## src/rtl/cook_timer.sv

```systemverilog
// Microwave cook-time engine: builds a time from add buttons, counts it down at 1 Hz,
// and handles start/pause, cancel, door interlock and a timed completion flag.
//
// state | meaning
// IDLE  | no time set, T = 0
// SET   | time being entered, not cooking
// RUN   | counting down, heater enabled
// PAUSE | time frozen by start toggle or open door
// DONE  | countdown finished, done held for DONE_CYCLES
module cook_timer #(
    parameter int TICK_CYCLES = 100_000_000,
    parameter int SEC_STEP    = 10,
    parameter int DONE_CYCLES = 300_000_000
) (
    input  logic       clk,
    input  logic       rst,
    input  logic       add_sec,
    input  logic       add_min,
    input  logic       start,
    input  logic       cancel,
    input  logic       door_open,
    output logic [5:0] sec,
    output logic [5:0] min,
    output logic       running,
    output logic       done
);

    localparam int PRE_W  = (TICK_CYCLES > 1) ? $clog2(TICK_CYCLES) : 1;
    localparam int DCNT_W = (DONE_CYCLES > 1) ? $clog2(DONE_CYCLES) : 1;
    localparam logic [PRE_W-1:0]  PRE_LAST  = PRE_W'(TICK_CYCLES - 1);
    localparam logic [DCNT_W-1:0] DONE_LAST = DCNT_W'(DONE_CYCLES - 1);
    localparam logic [12:0]       T_MAX     = 13'd3599;

    typedef enum logic [2:0] {
        IDLE,
        SET,
        RUN,
        PAUSE,
        DONE
    } state_t;

    state_t             state, state_nxt;
    logic [11:0]        t_cur, t_nxt;
    logic [PRE_W-1:0]   pre, pre_nxt;
    logic [DCNT_W-1:0]  dcnt, dcnt_nxt;
    logic               any_add;
    logic               tick;
    logic [12:0]        add_amt;
    logic [12:0]        t_sum;
    logic [12:0]        t_adj;

    assign any_add = add_sec | add_min;
    assign add_amt = (add_sec ? 13'(SEC_STEP) : 13'd0) + (add_min ? 13'd60 : 13'd0);

    // A tick is swallowed by any higher-priority event that leaves RUN this cycle.
    assign tick  = (state == RUN) && (pre == PRE_LAST) && !cancel && !door_open && !start;
    assign t_sum = {1'b0, t_cur} + add_amt - (tick ? 13'd1 : 13'd0);
    assign t_adj = (t_sum > T_MAX) ? T_MAX : t_sum;

    always_comb begin
        state_nxt = state;
        t_nxt     = t_cur;
        if (cancel) begin
            state_nxt = IDLE;
            t_nxt     = '0;
        end else begin
            case (state)
                IDLE: begin
                    if (any_add) begin
                        t_nxt     = t_adj[11:0];
                        state_nxt = SET;
                    end
                end
                SET: begin
                    t_nxt = t_adj[11:0];
                    if (start && !door_open && (t_cur != 12'd0))
                        state_nxt = RUN;
                end
                RUN: begin
                    t_nxt = t_adj[11:0];
                    if (door_open || start)
                        state_nxt = PAUSE;
                    else if (tick && (t_adj == 13'd0))
                        state_nxt = DONE;
                end
                PAUSE: begin
                    t_nxt = t_adj[11:0];
                    if (start && !door_open)
                        state_nxt = RUN;
                end
                DONE: begin
                    t_nxt = '0;
                    if (any_add || start || (dcnt == DONE_LAST))
                        state_nxt = IDLE;
                end
                default: begin
                    state_nxt = IDLE;
                    t_nxt     = '0;
                end
            endcase
        end
    end

    // Both counters restart from zero on every entry into their state.
    always_comb begin
        pre_nxt  = '0;
        dcnt_nxt = '0;
        if ((state == RUN) && (state_nxt == RUN))
            pre_nxt = (pre == PRE_LAST) ? '0 : pre + PRE_W'(1);
        if ((state == DONE) && (state_nxt == DONE))
            dcnt_nxt = dcnt + DCNT_W'(1);
    end

    always_ff @(posedge clk) begin
        if (rst) begin
            state <= IDLE;
            t_cur <= '0;
            pre   <= '0;
            dcnt  <= '0;
            sec   <= '0;
            min   <= '0;
        end else begin
            state <= state_nxt;
            t_cur <= t_nxt;
            pre   <= pre_nxt;
            dcnt  <= dcnt_nxt;
            sec   <= 6'(t_nxt % 12'd60);
            min   <= 6'(t_nxt / 12'd60);
        end
    end

    assign running = (state == RUN);
    assign done    = (state == DONE);

endmodule
```

## config.mk

```make
export PLATFORM = sky130hd
export DESIGN_NAME = cook_timer
export DESIGN_NICKNAME = d
export VERILOG_FILES = /design/src/rtl/cook_timer.sv
export SDC_FILE = /design/constraint.sdc
export NUM_CORES = 1
export LEC_CHECK = 0
export BUFFER_PORTS_ARGS = -buffer_cell sky130_fd_sc_hd__buf_2
export CAP_MARGIN = 20
export CORE_MARGIN = 4
export CORE_UTILIZATION = 45
export DETAILED_ROUTE_END_ITERATION = 8
export PLACE_DENSITY = 0.61
export SKIP_CTS_REPAIR_TIMING = 1
export SYNTH_ARGS = -nofsm -noshare
export SYNTH_HDL_FRONTEND = slang
export SYNTH_SLANG_ARGS = --single-unit
export TNS_END_PERCENT = 10
```

## constraint.sdc

```tcl
create_clock -name clk -period 5.6 [get_ports clk]
set_input_delay 0.28 -clock clk [delete_from_list [all_inputs] [get_ports clk]]
set_output_delay 0.28 -clock clk [all_outputs]
set_load 0.005 [all_outputs]
```

==> impl_metrics.ini <==
[status]
status = complete, but fails checks
failed_checks = negative setup slack

[global_route]
grt_overflow = 0
antenna_found_initial = 1
grt_max_degree = 29
grt_pass1_wl_um = 25700
grt_pass1_vias = 5584
grt_use_total_pct = 21.4

[clock_network]
insertion_delay_ns = 0.34
clock_sinks = 81
cts_root_buf = clkbuf_16
clkTransAtPathRegs_ns = 0.07
numCtsBuffers = 9
clock_path_buffers = 2
htreeDepth = 3
cts_tree = yes

[sta]
timing_hold_violations_final = 0
relSlewSlack_pct = 57.8
fin_hold_ws_ns = 0.270
final_max_slew_viol_count = 0
fin_crit_ns = 6.04
clock_skew_ns = 0.00657
fin_ws_ns = -0.444
setup_viol = 6
period_share_pct = 108
worst_slew_pin_slew_ns = 0.625
rsz0062_at_grt = true
max_freq_mhz = 165

[routing]
drc = 0
drt-wirelength-per-cell_um = 15.1
drtPass1Iterations = 5
wirelength_um = 15100
viasPerCell = 5.54
vias = 5533
antenna_left = 0
drt_iter0_drc = 288

[floorplanning]
ios = 21
core_um2 = 12200
start_util_pct = 46.6
die_h_um = 121
rows = 40
dieArea_um2 = 14500
dieWidth_um = 121

[setup_path]
critPathSlowestCell = or4b_1
rr_worst_depth = 25
critPathMaxStageDelay_ns = 0.50
crit_type = reg -> reg
crit_path_max_fanout = 4
cp-end-kind = flip-flop
arrival_ns = 6.32
required_ns = 5.88
worstSetupStartpointType = flip-flop
cpMostUsedCell = ha_1

[worst_hold_path]
hold_depth = 2
hold_class = in -> reg

[synth]
ys_warn_count = 0
yosysTopAreaCellShare_pct = 28.5
ys_seq_area_share_pct = 28.5
syn_nets = 725
ys.flop_type = dfxtp_1
synth_edf_count = 0
synthTopCellsByArea = dfxtp_1 (28%), nor2_1 (7.2%), ha_1 (6.6%), xnor2_1 (4.6%), xor2_1 (4.2%)
syn_area_per_cell_um2 = 8.30
synth-async-reset-ratio_pct = 0
synth_cells = 686
synth_area_leader_cell = dfxtp_1
synth_area_um2 = 5700
synth.distinct_cells = 95
yosys_register_bits = 81

[placed_design]
routabilityCongestion = 0.940
dp_hpwl_um = 11500
place_inst = 979
post-place-ws_ns = -0.469
io_buffers = 20

[final_layout]
area_growth_pct = 28.8
multi_input_area_um2 = 4010
layout_commonest_cell = buf_4
final_nets = 864
num_antenna_cells = 0
regArea_um2 = 1620
layout-drive-gt1-share_pct = 28.9
nFillCells = 1158
mostFrequentLayoutCells = buf_4 (130), nor2_1 (107), dfxtp_1 (81), nand2_1 (56), nand3_1 (36)
final_cells = 998

[flow_run]
drv_cap = 0
==> Yosys cell counts (all sizes together) (4+ instances only) <==
| library cell | count |
|---|---|
| or3 | 6 |
| inv | 35 |
| or2 | 7 |
| buf | 10 |
| a2111oi | 4 |
| and3 | 14 |
| nand3 | 38 |
| a31oi | 10 |
| xnor2 | 31 |
| nand3b | 4 |
| a21oi | 26 |
| nor3 | 16 |
| and2 | 7 |
| nor2 | 110 |
| o21ai | 24 |
| nand2b | 4 |
| a21o | 9 |
| dfxtp | 81 |
| nand4 | 19 |
| o21a | 4 |
| ha | 30 |
| nor4b | 5 |
| clkbuf | 13 |
| nor4 | 6 |
| a41oi | 4 |
| xor2 | 27 |
| a211oi | 11 |
| nand2 | 57 |
| mux2i | 6 |
| a211o | 4 |
==> through the flow <==
stage	TNS (ns)	utilization, %	instance area (um2)
2_1_floorplan	-0.324	-	5750
3_3_place_gp	-1.42	56.5	6900
3_5_place_dp	-2.28	56.5	6900
4_1_cts	-2.43	58.8	7180
5_1_grt	-3.74	60.1	7340
6_report	-2.18	60.1	7340
==> worst max-delay path, delay by kind of cell (launching register included) <==
family,cells,cell delay (ns)
adders and majority gates,3,0.53
muxes,2,0.32
buffers and inverters,3,0.36
DFF,1,0.33
AOI/OAI and AO/OA,8,1.98
and+or+nand+nor,9,2.45
==> worst paths after layout <==
kind	start	to	slack (ns)
hold / removal	cancel	t_cur[8]	0.27
hold reg to reg	dcnt[0]	dcnt[0]	0.47
setup / recovery	pre[11]	sec[4]	-0.44
setup reg to reg	pre[11]	sec[4]	-0.44
==> registers in the layout, indices dropped and copies added, names as in the netlist <==
name / cells
dcnt: 29
pre: 27
t_cur: 10
min: 6
sec: 6
state: 3
==> logic make-up after synthesis <==
group           count (synthesis)  synth area share, %
fa+ha+maj                      32                 7.29
buf+inv                        58                 4.33
mux                             8                 1.74
flops                          81                 28.5
xor+xnor                       58                 9.05
simple gates                  309                 27.3
compound gates                140                 21.8
==> metal layers <==
layer,GRT usage [%],part of all wire [%],vias to the layer above
met3,4.68,5.0,31
met5,0,0.046,-
met1,26.8,45,2607
li1,-,-,2744
met4,8.14,2.1,2
met2,35.9,48,149
==> layout make-up <==
class                   instances  share of cell area [%]
repair buffers                151                    14.8
well taps                     168                    2.86
clock inverters                 6                   0.682
inverters                      35                    1.79
clock buffers                  10                    3.12
flip-flops and latches         81                    22.1
multi-input cells             547                    54.6
Power is not shown: default switching activity piles up to over one toggle a cycle in this logic, so the estimate is an artifact.
